===== config.mk =====
export PLATFORM = sky130hd
export DESIGN_NAME = sram_bus_arbiter_flat
export DESIGN_NICKNAME = d
export VERILOG_FILES = /design/src/rtl/sram_bus_arbiter_if.sv /design/src/rtl/sram_bus_arbiter.sv /design/src/flat_wrapper.sv
export SDC_FILE = /design/constraint.sdc
export NUM_CORES = 1
export LEC_CHECK = 0
export ABC_AREA = 1
export BUFFER_PORTS_ARGS = -buffer_cell sky130_fd_sc_hd__buf_2
export CORE_AREA = 2 2 111 113
export DETAILED_ROUTE_END_ITERATION = 12
export DIE_AREA = 0 0 113 115
export GPL_TIMING_DRIVEN = 0
export PLACE_DENSITY = 0.55
export SKIP_LAST_GASP = 1
export SYNTH_ARGS = -nofsm -noshare
export SYNTH_HDL_FRONTEND = slang
export SYNTH_SLANG_ARGS = --single-unit

===== constraint.sdc =====
create_clock -name clk -period 3 [get_ports clk]
set_clock_uncertainty 0.05 [all_clocks]
set_input_delay 0.3 -clock clk [delete_from_list [all_inputs] [get_ports clk]]
set_output_delay 0.3 -clock clk [all_outputs]
set_load 0.02 [all_outputs]

===== src/rtl/sram_bus_arbiter_if.sv =====
// Bus bundle for sram_bus_arbiter: inst and data requester ports plus shared memory port.
// master = arbiter view; slave = pipeline/bridge environment view.
interface sram_bus_arbiter_if;
  logic        inst_req;
  logic [31:0] inst_addr;
  logic        inst_addr_ok;
  logic        inst_data_ok;
  logic [31:0] inst_rdata;

  logic        data_req;
  logic        data_wr;
  logic [1:0]  data_size;
  logic [31:0] data_addr;
  logic [3:0]  data_wstrb;
  logic [31:0] data_wdata;
  logic        data_addr_ok;
  logic        data_data_ok;
  logic [31:0] data_rdata;

  logic        mem_req;
  logic        mem_wr;
  logic [1:0]  mem_size;
  logic [31:0] mem_addr;
  logic [3:0]  mem_wstrb;
  logic [31:0] mem_wdata;
  logic        mem_addr_ok;
  logic        mem_data_ok;
  logic [31:0] mem_rdata;

  modport master (
    input  inst_req, inst_addr,
    output inst_addr_ok, inst_data_ok, inst_rdata,
    input  data_req, data_wr, data_size, data_addr,
    input  data_wstrb, data_wdata,
    output data_addr_ok, data_data_ok, data_rdata,
    output mem_req, mem_wr, mem_size, mem_addr,
    output mem_wstrb, mem_wdata,
    input  mem_addr_ok, mem_data_ok, mem_rdata
  );

  modport slave (
    output inst_req, inst_addr,
    input  inst_addr_ok, inst_data_ok, inst_rdata,
    output data_req, data_wr, data_size, data_addr,
    output data_wstrb, data_wdata,
    input  data_addr_ok, data_data_ok, data_rdata,
    input  mem_req, mem_wr, mem_size, mem_addr,
    input  mem_wstrb, mem_wdata,
    output mem_addr_ok, mem_data_ok, mem_rdata
  );
endinterface


===== src/rtl/sram_bus_arbiter.sv =====
// Inst/data arbiter onto one SRAM-like port with an in-order response ID FIFO.
// Optional SRAM_ARB_RR_EN: round-robin selection instead of data-over-inst priority.
module sram_bus_arbiter #(
  parameter int OUTSTANDING = 4
) (
  input  logic clk,
  input  logic resetn,
  sram_bus_arbiter_if.master bus,
  output logic rsp_err
);
  localparam int PW = $clog2(OUTSTANDING);
  localparam int CW = PW + 1;

  logic [CW-1:0] count;
  logic [PW-1:0] wptr;
  logic [PW-1:0] rptr;
  logic          ids [OUTSTANDING];
  logic          lock_vld;
  logic          lock_id;
  logic          sel_vld;
  logic          sel_id;
  logic          sel_req;
  logic          push;
  logic          pop;
  logic          head_id;
  logic          empty;
`ifdef SRAM_ARB_RR_EN
  logic          rr_ptr;
`endif

  always_comb begin
    sel_vld = 1'b0;
    sel_id  = 1'b0;
    priority case (1'b1)
      lock_vld: begin
        sel_vld = 1'b1;
        sel_id  = lock_id;
      end
      (bus.inst_req && bus.data_req): begin
        sel_vld = 1'b1;
`ifdef SRAM_ARB_RR_EN
        sel_id  = rr_ptr;
`else
        sel_id  = 1'b1;
`endif
      end
      bus.data_req: begin
        sel_vld = 1'b1;
        sel_id  = 1'b1;
      end
      bus.inst_req: begin
        sel_vld = 1'b1;
        sel_id  = 1'b0;
      end
      default: ;
    endcase
  end

  assign sel_req = sel_vld && (sel_id ? bus.data_req : bus.inst_req);
  // gate on registered count so a same-edge pop never frees a slot early
  assign bus.mem_req = resetn && sel_req && (count < CW'(OUTSTANDING));

  always_comb begin
    bus.mem_wr    = 1'b0;
    bus.mem_size  = 2'd0;
    bus.mem_addr  = 32'd0;
    bus.mem_wstrb = 4'd0;
    bus.mem_wdata = 32'd0;
    if (resetn && sel_vld) begin
      if (sel_id) begin
        bus.mem_wr    = bus.data_wr;
        bus.mem_size  = bus.data_size;
        bus.mem_addr  = bus.data_addr;
        bus.mem_wstrb = bus.data_wstrb;
        bus.mem_wdata = bus.data_wdata;
      end else begin
        bus.mem_size  = 2'd2;
        bus.mem_addr  = bus.inst_addr;
      end
    end
  end

  assign push = bus.mem_req && bus.mem_addr_ok;
  assign bus.inst_addr_ok = push && !sel_id;
  assign bus.data_addr_ok = push && sel_id;

  assign empty   = (count == '0);
  assign head_id = ids[rptr];
  assign pop     = resetn && bus.mem_data_ok && !empty;
  assign bus.inst_data_ok = pop && !head_id;
  assign bus.data_data_ok = pop && head_id;
  assign bus.inst_rdata   = bus.mem_rdata;
  assign bus.data_rdata   = bus.mem_rdata;

  always_ff @(posedge clk) begin
    if (push) ids[wptr] <= sel_id;
  end

  always_ff @(posedge clk or negedge resetn) begin
    if (!resetn) begin
      count    <= '0;
      wptr     <= '0;
      rptr     <= '0;
      lock_vld <= 1'b0;
      lock_id  <= 1'b0;
      rsp_err  <= 1'b0;
    end else begin
      unique case ({push, pop})
        2'b10:   count <= count + 1'b1;
        2'b01:   count <= count - 1'b1;
        default: ;
      endcase
      if (push) wptr <= wptr + 1'b1;
      if (pop)  rptr <= rptr + 1'b1;
      if (push) begin
        lock_vld <= 1'b0;
      end else if (bus.mem_req) begin
        lock_vld <= 1'b1;
        lock_id  <= sel_id;
      end
      if (bus.mem_data_ok && empty) rsp_err <= 1'b1;
    end
  end

`ifdef SRAM_ARB_RR_EN
  always_ff @(posedge clk or negedge resetn) begin
    if (!resetn) rr_ptr <= 1'b0;
    else if (push) rr_ptr <= !sel_id;
  end
`endif
endmodule


===== src/flat_wrapper.sv =====
// flat-port wrapper written by rule: the top's interface ports become plain ports
module sram_bus_arbiter_flat 
#(
  parameter int OUTSTANDING = 4
)
  (clk, resetn, rsp_err, bus_inst_req, bus_inst_addr, bus_inst_addr_ok, bus_inst_data_ok, bus_inst_rdata, bus_data_req, bus_data_wr, bus_data_size, bus_data_addr, bus_data_wstrb, bus_data_wdata, bus_data_addr_ok, bus_data_data_ok, bus_data_rdata, bus_mem_req, bus_mem_wr, bus_mem_size, bus_mem_addr, bus_mem_wstrb, bus_mem_wdata, bus_mem_addr_ok, bus_mem_data_ok, bus_mem_rdata);
  sram_bus_arbiter_if bus_i ();
  input  logic clk;
  input  logic resetn;
  output logic rsp_err;
  input wire logic [$bits(bus_i.inst_req)-1:0] bus_inst_req;
  input wire logic [$bits(bus_i.inst_addr)-1:0] bus_inst_addr;
  output wire logic [$bits(bus_i.inst_addr_ok)-1:0] bus_inst_addr_ok;
  output wire logic [$bits(bus_i.inst_data_ok)-1:0] bus_inst_data_ok;
  output wire logic [$bits(bus_i.inst_rdata)-1:0] bus_inst_rdata;
  input wire logic [$bits(bus_i.data_req)-1:0] bus_data_req;
  input wire logic [$bits(bus_i.data_wr)-1:0] bus_data_wr;
  input wire logic [$bits(bus_i.data_size)-1:0] bus_data_size;
  input wire logic [$bits(bus_i.data_addr)-1:0] bus_data_addr;
  input wire logic [$bits(bus_i.data_wstrb)-1:0] bus_data_wstrb;
  input wire logic [$bits(bus_i.data_wdata)-1:0] bus_data_wdata;
  output wire logic [$bits(bus_i.data_addr_ok)-1:0] bus_data_addr_ok;
  output wire logic [$bits(bus_i.data_data_ok)-1:0] bus_data_data_ok;
  output wire logic [$bits(bus_i.data_rdata)-1:0] bus_data_rdata;
  output wire logic [$bits(bus_i.mem_req)-1:0] bus_mem_req;
  output wire logic [$bits(bus_i.mem_wr)-1:0] bus_mem_wr;
  output wire logic [$bits(bus_i.mem_size)-1:0] bus_mem_size;
  output wire logic [$bits(bus_i.mem_addr)-1:0] bus_mem_addr;
  output wire logic [$bits(bus_i.mem_wstrb)-1:0] bus_mem_wstrb;
  output wire logic [$bits(bus_i.mem_wdata)-1:0] bus_mem_wdata;
  input wire logic [$bits(bus_i.mem_addr_ok)-1:0] bus_mem_addr_ok;
  input wire logic [$bits(bus_i.mem_data_ok)-1:0] bus_mem_data_ok;
  input wire logic [$bits(bus_i.mem_rdata)-1:0] bus_mem_rdata;
  assign bus_i.inst_req = bus_inst_req;
  assign bus_i.inst_addr = bus_inst_addr;
  assign bus_inst_addr_ok = bus_i.inst_addr_ok;
  assign bus_inst_data_ok = bus_i.inst_data_ok;
  assign bus_inst_rdata = bus_i.inst_rdata;
  assign bus_i.data_req = bus_data_req;
  assign bus_i.data_wr = bus_data_wr;
  assign bus_i.data_size = bus_data_size;
  assign bus_i.data_addr = bus_data_addr;
  assign bus_i.data_wstrb = bus_data_wstrb;
  assign bus_i.data_wdata = bus_data_wdata;
  assign bus_data_addr_ok = bus_i.data_addr_ok;
  assign bus_data_data_ok = bus_i.data_data_ok;
  assign bus_data_rdata = bus_i.data_rdata;
  assign bus_mem_req = bus_i.mem_req;
  assign bus_mem_wr = bus_i.mem_wr;
  assign bus_mem_size = bus_i.mem_size;
  assign bus_mem_addr = bus_i.mem_addr;
  assign bus_mem_wstrb = bus_i.mem_wstrb;
  assign bus_mem_wdata = bus_i.mem_wdata;
  assign bus_i.mem_addr_ok = bus_mem_addr_ok;
  assign bus_i.mem_data_ok = bus_mem_data_ok;
  assign bus_i.mem_rdata = bus_mem_rdata;
  sram_bus_arbiter #(.OUTSTANDING(OUTSTANDING)) u_core (.clk(clk), .resetn(resetn), .bus(bus_i), .rsp_err(rsp_err));
endmodule

==> impl_metrics.json, run 1 <==
{
  "initial_core_util": 0.178,
  "layout_setup_ws_ns": 0.601,
  "crit_arrival_ns": 2.47,
  "dpl_cell_area_mm2": 0.00353,
  "routedWlPerCell_um": 11.5,
  "min_period_ns": 2.40,
  "ys_seq_area_frac": 0.176,
  "core_mm2": 0.0118,
  "syn_avg_cell_area_um2": 6.08,
  "dieArea_mm2": 0.0130,
  "core.rowCount": 40,
  "outcome": "finished with violations",
  "design_area_mm2": 0.00362,
  "grt_setup_unrepaired": "false",
  "cts_tree": "yes",
  "dp_hpwl_mm": 7.32,
  "drive_above_1_share": 0.572,
  "fill_cells": 1381,
  "io_pins": 282,
  "maxSlewHeadroom": 0.700,
  "cp-end-kind": "register",
  "htreeDepth": 1,
  "die_y_um": 115,
  "fp.dieW_um": 113,
  "port_buffers": 249,
  "grt-ovfl-total": 0,
  "postCtsResizedCells": 0,
  "first_pass_iters": 8,
  "vias": 2847,
  "criticalPathCategory": "input port to register",
  "min_path_type": "input port to register",
  "tns_ns": 0,
  "met3_usage": 0.0185,
  "gr-usage-met1": 0.149,
  "num-nets-final": 748,
  "cts_made_buffers": 3,
  "setup_viol": 0,
  "syn_inst": 346,
  "busiest_layer": "met2",
  "finalMaxSlewViolations": 0,
  "grt_pass1_wl_mm": 12.4,
  "mappedNetlistArea_mm2": 0.00210,
  "ys_warn_count": 0,
  "cp-start-kind": "input port",
  "antenna_found_initial": 0,
  "place_inst": 742,
  "critPathRequiredTime_ns": 3.07,
  "powerDensity_mw_per_mm2": 601,
  "yosysUniqueCellTypes": 24,
  "insertion_delay_ns": 0.24,
  "crit_fanout": 13,
  "max_freq_mhz": 417,
  "p_leak_nw": 2.25,
  "violations": "DRC",
  "syn_to_final_growth_pct": 72.2,
  "clock_path_buffers": 2,
  "fin_cells": 747,
  "track_usage": 0.116,
  "final_cell_mix": "buf_2, nand2_1, buf_4",
  "ys_ff_latch": 14,
  "root_buffer": "clkbuf_16",
  "clk_pin_slew_ns": 0.05,
  "grt_pass1_vias": 2503,
  "syn-num-nets": 493,
  "finalCritPeriodShare": 0.800,
  "maxCapViolCount": 0,
  "gp_congestion": 0.718,
  "remaining_drc_errors": 6,
  "antenna_left": 0,
  "hold_violations": 0,
  "vias_per_cell": 3.81,
  "worst_pin_slew_ns": 0.450,
  "use_met2": 0.214,
  "place_ws_ns": 0.844,
  "holdWs_ns": 0.261,
  "layout_commonest_cell": "buf_2",
  "drtIter0Drc": 110,
  "drt-total-wl_mm": 8.59,
  "vdd_ir_drop_max_v": 0.000216,
  "grt_max_degree": 14,
  "cts_num_sinks": 14,
  "antennaDiodeCount": 0
}
==> final cells by class <==
class	count	area, um^2	share of cell area
clock buffer	3	75.1	0.0207
tap	147	184	0.0508
multi-input combinational	230	1050	0.289
sequential	14	370	0.102
inverter	21	83.8	0.0231
timing repair buffer	250	1260	0.347
clock inverter	1	3.75	0.00104
buffer	81	602	0.166
==> path summary, 6_finish.rpt <==
kind                                                   from                          end  slack, ns  depth (start not counted)
worst max-delay path                                 resetn  u_core.count[2]$_DFFE_PN0P_       0.60                         10
worst min-delay path                        bus_mem_data_ok   u_core.rsp_err$_DFFE_PN0P_       0.26                          3
worst max register to register  u_core.lock_vld$_DFFE_PN0P_  u_core.count[2]$_DFFE_PN0P_       0.88                         12
worst min register to register   u_core.lock_id$_DFFE_PN0P_   u_core.lock_id$_DFFE_PN0P_       0.42                          2
max in group asynchronous                            resetn   u_core.lock_id$_DFFE_PN0P_       2.24                          2
min in group asynchronous                            resetn   u_core.rptr[1]$_DFFE_PN0P_       0.43                          2
==> critical path: stages <==
cell and delay [ns]:
dlygate4sd3_1 0.52, buf_2 0.29, nand3_1 0.23, inv_1 0.13
ha_1 0.15, inv_1 0.06, fa_1 0.37, a21oi_1 0.13
o21ai_0 0.10, xor2_1 0.15
==> state kept, by name, summed over array words and instances (netlist names) <==
signal and cells:
u_core.wptr 2, u_core.lock_id 1, u_core.rptr 2, u_core.rsp_err 1
u_core.count 3, u_core.ids 4, u_core.lock_vld 1
==> metrics by stage <==
| stage | power (mW) | util |
|---|---|---|
| detailed placement | 1.96 | 0.299 |
| global route | 2.40 | 0.307 |
| finish | 2.18 | 0.307 |
| global placement | 1.95 | 0.299 |
| floorplan | 1.43 | - |
| CTS | 2.22 | 0.307 |
==> power by group <==
group          internal [mW]  switching (mW)  total (mW)
clock                  0.176          0.0780       0.254
combinational          0.574            1.03        1.60
sequential             0.271          0.0514       0.322
total                   1.02            1.16        2.18
==> kinds of logic (layout without fill, tap and decap cells) <==
| family | Yosys count | after routing | share of synthesized area |
|---|---|---|---|
| buf+inv | 102 | 356 | 0.326 |
| simple gates | 182 | 182 | 0.350 |
| fa+ha+maj | 6 | 6 | 0.0393 |
| xor+xnor | 3 | 3 | 0.0125 |
| compound gates | 39 | 39 | 0.0958 |
| flops | 14 | 14 | 0.176 |
==> per-layer routing <==
layer / vias to the layer above / share of wire
li1: 1507 / -
met1: 1211 / 0.42
met2: 127 / 0.51
met3: 2 / 0.060
met4: 0 / 0.0049
met5: - / 0
==> Yosys cell counts <==
cell / instances / area share
nand2_1: 119 / 0.21
o21bai_1: 1 / 0.0036
nand3_1: 6 / 0.014
buf_6: 5 / 0.027
fa_1: 1 / 0.0095
nand4_1: 3 / 0.0089
nor2_1: 47 / 0.084
inv_1: 19 / 0.034
dfrtp_1: 10 / 0.12
ha_1: 5 / 0.030
edfxtp_1: 4 / 0.057
inv_6: 1 / 0.0042
nor2_2: 1 / 0.0030
o21ai_2: 1 / 0.0042
buf_4: 66 / 0.24
xnor2_1: 1 / 0.0042
inv_2: 1 / 0.0018
nand3_4: 1 / 0.0083
nand2_2: 3 / 0.0089
nand2_4: 2 / 0.011
buf_2: 10 / 0.024
a21oi_1: 34 / 0.081
xor2_1: 2 / 0.0083
o21ai_0: 3 / 0.0071
==> what timing repair did <==
item	in CTS	in global routing
setup buffers	0	0
endpoints found under the hold margin	10	0
hold buffers	1	0
No activity file was read; power rests on OpenSTA's default activity.
==> run 2, diff against run 1 <==
- CORE_AREA: 2 2 111 113 -> 2 2 108 110
- DIE_AREA: 0 0 113 115 -> 0 0 110 112
- PLACE_DENSITY: 0.55 -> 0.59
- clock period: 3 -> 2.05 ns (I/O delays scaled with it)
==> run 2 against run 1 <==
  * The flow now finishes without violations
  * Via count is 0.35% lower
  * Hold slack worse by 0.084 ns
  * Die area is 5.2% lower
  * Core utilization is 2.4 points higher
  * Register-to-register slack worse by 0.76 ns
  * Combinational power is 49% higher
  * Sequential power is 47% higher
  * Non-clock buffer count is 2 higher
  * Critical path depth is 4 lower
  * Largest cell class unchanged
==> impl_metrics.json, run 2 (synthesized netlist as in run 1, its figures left out) <==
{
  "io_pins": 282,
  "core.rowCount": 39,
  "clock_path_buffers": 2,
  "max_freq_mhz": 518,
  "dieArea_mm2": 0.0123,
  "highest_layer": "met4",
  "layout_commonest_cell": "buf_2",
  "drtIter0Drc": 70,
  "track_usage": 0.134,
  "vias_per_cell": 3.80,
  "p_comb_frac": 0.739,
  "swShare": 0.525,
  "antenna_found_initial": 1,
  "htreeDepth": 1,
  "drive_above_1_share": 0.581,
  "antenna_left": 0,
  "core_mm2": 0.0112,
  "crit_fanout": 10,
  "cts_num_sinks": 14,
  "cp-start-kind": "register",
  "final_cell_mix": "buf_2, nand2_1, buf_4",
  "gp_congestion": 0.798,
  "vdd_ir_drop_max_v": 0.000653,
  "place_ws_ns": -0.0934,
  "grt-ovfl-total": 0,
  "clock_power_share": 0.115,
  "drt-total-wl_mm": 8.98,
  "crit_arrival_ns": 1.68,
  "maxCapViolCount": 0,
  "cp-end-kind": "primary output",
  "dp_hpwl_mm": 7.68,
  "p_total_mw": 3.24,
  "grt_max_degree": 14,
  "p_leak_nw": 2.28,
  "p_int_mw": 1.54,
  "slowest_delay_ns": 0.41,
  "holdPathStages": 3,
  "critPathTopFamily": "buffers and inverters",
  "critPathRequiredTime_ns": 1.79,
  "root_buffer": "clkbuf_16",
  "cp.depth": 6,
  "crit_chain": "inv_2 -> nand2_4 -> o21ai_4 -> buf_2 -> a21oi_1 -> buf_2",
  "cpMostUsedCell": "buf_2",
  "num-nets-final": 750,
  "dr_wl_met3_um": 809,
  "initial_core_util": 0.188,
  "powerDensity_mw_per_mm2": 878,
  "die_y_um": 112,
  "port_buffers": 249,
  "cts_made_buffers": 3,
  "vias": 2837,
  "routedWlPerCell_um": 12.0,
  "maxSlewHeadroom": 0.659,
  "clk_pin_slew_ns": 0.05,
  "slowest_stage": "dfrtp_1",
  "finalMaxSlewViolations": 0,
  "first_pass_iters": 8,
  "grt_pass1_vias": 2556,
  "design_area_mm2": 0.00369,
  "multiInputGateArea_mm2": 0.00110,
  "syn_to_final_growth_pct": 75.4,
  "fp.dieW_um": 110,
  "setup_viol": 0,
  "dpl_cell_area_mm2": 0.00353,
  "worst_pin_slew_ns": 0.509,
  "insertion_delay_ns": 0.24,
  "place_inst": 738,
  "outcome": "finished clean",
  "cts_tree": "yes",
  "min_path_type": "input port to register",
  "min_period_ns": 1.93,
  "switchingPower_mw": 1.70,
  "criticalPathCategory": "register to primary output",
  "remaining_drc_errors": 0,
  "largest_register": "u_core.ids",
  "wl_met2_mm": 4.43,
  "pwr-share-seq": 0.146,
  "hold_violations": 0,
  "wl_met1_mm": 3.71,
  "fill_cells": 1267,
  "holdWs_ns": 0.177,
  "fin_cells": 746,
  "regArea_um2": 370,
  "path_buf_inv": 3,
  "tns_ns": 0,
  "grt_setup_unrepaired": "true",
  "layout_setup_ws_ns": 0.120,
  "rr_worst_depth": 11,
  "finish.utilization": 0.330,
  "largest_register_ffs": 4,
  "grt_pass1_wl_mm": 13.1,
  "top_regs": "u_core.ids: 4 flops, u_core.count: 3 flops",
  "finalCritPeriodShare": 0.941
}
run 2: cell types whose count changed in the layout (fill, tap and decap cells not counted), moves of 2 or more:
cell / delta
buf_2: -2
nand2_2: -2
buf_4: +2
clkbuf_4: +2
run 2: cell type report:
type	instances	share of cell area
diodes	1	0.000678
inverters	21	0.0227
clock buffers	3	0.0203
well taps	143	0.0485
repair buffers	252	0.345
clock inverters	1	0.00102
multi-input cells	230	0.297
flip-flops and latches	14	0.100
plain buffers	81	0.164
run 2: worst paths after layout:
path / slack, ns / start / to
hold reg to reg: 0.42 / u_core.rsp_err$_DFFE_PN0P_ / u_core.rsp_err$_DFFE_PN0P_
min in group asynchronous: 0.54 / resetn / u_core.count[2]$_DFFE_PN0P_
hold / removal: 0.18 / bus_mem_data_ok / u_core.rsp_err$_DFFE_PN0P_
max in group asynchronous: 1.07 / resetn / u_core.count[1]$_DFFE_PN0P_
setup / recovery: 0.12 / u_core.lock_vld$_DFFE_PN0P_ / bus_mem_addr[16]
setup reg to reg: 0.12 / u_core.lock_vld$_DFFE_PN0P_ / u_core.count[2]$_DFFE_PN0P_
run 2: what timing repair did:
action | CTS | global route
buffers inserted | 1 | 1
hold buffers | 1 | 0
pin swaps | 2 | 3
resized for setup | 5 | 8
endpoints found under the setup margin | 9 | 4
hold endpoints to repair | 10 | 0
run 2: routing by layer:
metal,global-route usage,up-vias
li1,-,1511
met2,0.228,116
met1,0.169,1206
met3,0.0439,4
met5,0,-
met4,0.0101,0
run 2: power by group through the flow:
| stage | sequential [mW] | clock, mW | combinational [mW] |
|---|---|---|---|
| 5_1_grt | 0.486 | 0.401 | 2.69 |
| 6_report | 0.473 | 0.373 | 2.39 |
| 3_5_place_dp | 0.476 | 0 | 2.35 |
| 3_3_place_gp | 0.475 | 0 | 2.34 |
| 2_1_floorplan | 0.461 | 0 | 1.63 |
| 4_1_cts | 0.474 | 0.382 | 2.40 |
run 2: worst min-delay path: cells and delay by family:
| kind | cells | cell delay, ns |
|---|---|---|
| compound gates | 1 | 0.06 |
| buf+inv | 2 | 0.16 |
==> run 3, diff against run 2 <==
- BUFFER_PORTS_ARGS: -buffer_cell sky130_fd_sc_hd__buf_2 -> -buffer_cell sky130_fd_sc_hd__buf_4
- CORE_AREA: 2 2 108 110 -> 2 2 111 113
- DIE_AREA: 0 0 110 112 -> 0 0 113 115
- PLACE_DENSITY: 0.59 -> 0.55
- clock period: 2.05 -> 2.4 ns (I/O delays scaled with it)
==> run 3 against run 2 <==
  * The flow now finishes with violations (DRC)
  * Core utilization grew 3.1 points
  * First-iteration DRC count stayed put
  * Combinational power down 7%
  * Setup slack better by 0.045 ns
  * Critical path type is now input port to register
  * Sequential share of layout area decreased by 1.4 points
==> impl_metrics.json, run 3 (synthesized netlist as in run 1, its figures left out) <==
{
  "outcome": "finished with violations",
  "violations": "DRC",
  "die_y_um": 115,
  "multiInputGateArea_mm2": 0.00106,
  "dieArea_mm2": 0.0130,
  "remaining_drc_errors": 6,
  "drtIter0Drc": 70,
  "layout_commonest_cell": "buf_4",
  "largest_register": "u_core.ids",
  "layout_setup_ws_ns": 0.165,
  "highest_layer": "met3",
  "critPathTopFamily": "buffers and inverters",
  "clock_path_buffers": 2,
  "wl_met1_mm": 3.58,
  "min_period_ns": 2.23,
  "gp_congestion": 0.755,
  "max_freq_mhz": 448,
  "vdd_ir_drop_max_v": 0.000288,
  "vias": 2933,
  "cts_tree": "yes",
  "p_leak_nw": 2.42,
  "crit_fanout": 13,
  "grt_pass1_vias": 2728,
  "worst_pin_slew_ns": 0.441,
  "hold_violations": 0,
  "antennaDiodeCount": 0,
  "finalMaxSlewViolations": 0,
  "num-nets-final": 748,
  "wl_met2_mm": 4.94,
  "antenna_left": 0,
  "clk_pin_slew_ns": 0.05,
  "regArea_um2": 370,
  "routedWlPerCell_um": 12.3,
  "crit_arrival_ns": 2.30,
  "cts_setup_buffers": 0,
  "cts_made_buffers": 3,
  "fp.dieW_um": 113,
  "cpMostUsedCell": "inv_1",
  "track_usage": 0.123,
  "tns_ns": 0,
  "crit_chain": "dlygate4sd3_1 -> buf_4 -> inv_1 -> nor2_4 -> nand3_4 -> ha_1 -> inv_1 -> fa_1 -> a21oi_1 -> o21ai_0 -> xor2_1",
  "cp-end-kind": "register",
  "slowest_stage": "dlygate4sd3_1",
  "port_buffers": 249,
  "finalCritPeriodShare": 0.931,
  "final_cell_mix": "buf_4, nand2_1, nor2_1",
  "slowest_delay_ns": 0.54,
  "maxCapViolCount": 0,
  "powerDensity_mw_per_mm2": 700,
  "critPathRequiredTime_ns": 2.47,
  "htreeDepth": 1,
  "min_path_type": "input port to register",
  "initial_core_util": 0.178,
  "largest_register_ffs": 4,
  "cp-start-kind": "input port",
  "fill_cells": 1286,
  "holdWs_ns": 0.212,
  "path_buf_inv": 4,
  "vias_per_cell": 3.93,
  "io_pins": 282,
  "antenna_found_initial": 0,
  "core.rowCount": 40,
  "dr_wl_met3_um": 663,
  "setup_viol": 0,
  "dp_hpwl_mm": 7.92,
  "grt_max_degree": 14,
  "syn_to_final_growth_pct": 103,
  "insertion_delay_ns": 0.24,
  "p_total_mw": 2.98,
  "top_regs": "u_core.ids: 4 flops, u_core.count: 3 flops",
  "first_pass_iters": 8,
  "root_buffer": "clkbuf_16",
  "maxSlewHeadroom": 0.706,
  "grt-ovfl-total": 0,
  "criticalPathCategory": "input port to register",
  "drive_above_1_share": 0.575,
  "cts_num_sinks": 14,
  "place_ws_ns": 0.273,
  "grt_pass1_wl_mm": 13.3,
  "drt-total-wl_mm": 9.19,
  "grt_setup_unrepaired": "false",
  "core_mm2": 0.0118
}
==> run 3: cell types whose count changed in the layout (fill, tap and decap cells not counted), sizes merged <==
cell / before / now
diode: 1 / 0
clkbuf: 5 / 4
clkinv: 1 / 0
==> run 3: layout make-up <==
type,count,area share
buffer,81,0.141
clock buffer,4,0.0208
inverter,21,0.0197
multi-input combinational,230,0.248
sequential,14,0.0868
tap,147,0.0431
timing repair buffer,250,0.441
==> run 3: worst min-delay path: stages <==
cell and delay [ns]:
buf_4 0.11, inv_1 0.04, o21bai_1 0.06
==> run 3: per-layer routing <==
metal,GRT usage,vias to the layer above
met5,0,-
met4,0.00244,0
met3,0.0206,0
met2,0.233,124
met1,0.155,1304
li1,-,1505
==> run 3: repair_timing <==
item	CTS	global route
endpoints found under the hold margin	10	0
hold buffers	1	0
endpoints found under the setup margin	0	2
resized for setup	0	2
==> run 3: path summary, 6_finish.rpt <==
check / startpoint / to / slack [ns] / cells past startpoint
worst max register to register: u_core.lock_vld$_DFFE_PN0P_ / u_core.count[2]$_DFFE_PN0P_ / 0.25 / 12
worst max-delay path: resetn / u_core.count[2]$_DFFE_PN0P_ / 0.17 / 11
worst min register to register: u_core.rsp_err$_DFFE_PN0P_ / u_core.rsp_err$_DFFE_PN0P_ / 0.42 / 1
min in group asynchronous: resetn / u_core.rptr[1]$_DFFE_PN0P_ / 0.33 / 2
worst min-delay path: bus_mem_data_ok / u_core.rsp_err$_DFFE_PN0P_ / 0.21 / 3
max in group asynchronous: resetn / u_core.rsp_err$_DFFE_PN0P_ / 1.80 / 2
==> run 3: where the power goes <==
group | internal (mW) | leakage [nW] | switching [mW]
Sequential | 0.338 | 0.154 | 0.0683
Clock | 0.253 | 0.0442 | 0.0984
Combinational | 0.927 | 2.23 | 1.30
==> run 3: per-stage QoR <==
stage	cell area (um^2)	cells	util
floorplan	2100	346	-
global placement	4160	742	0.352
detailed placement	4160	742	0.352
CTS	4260	747	0.360
global route	4270	747	0.361
finish	4270	747	0.361
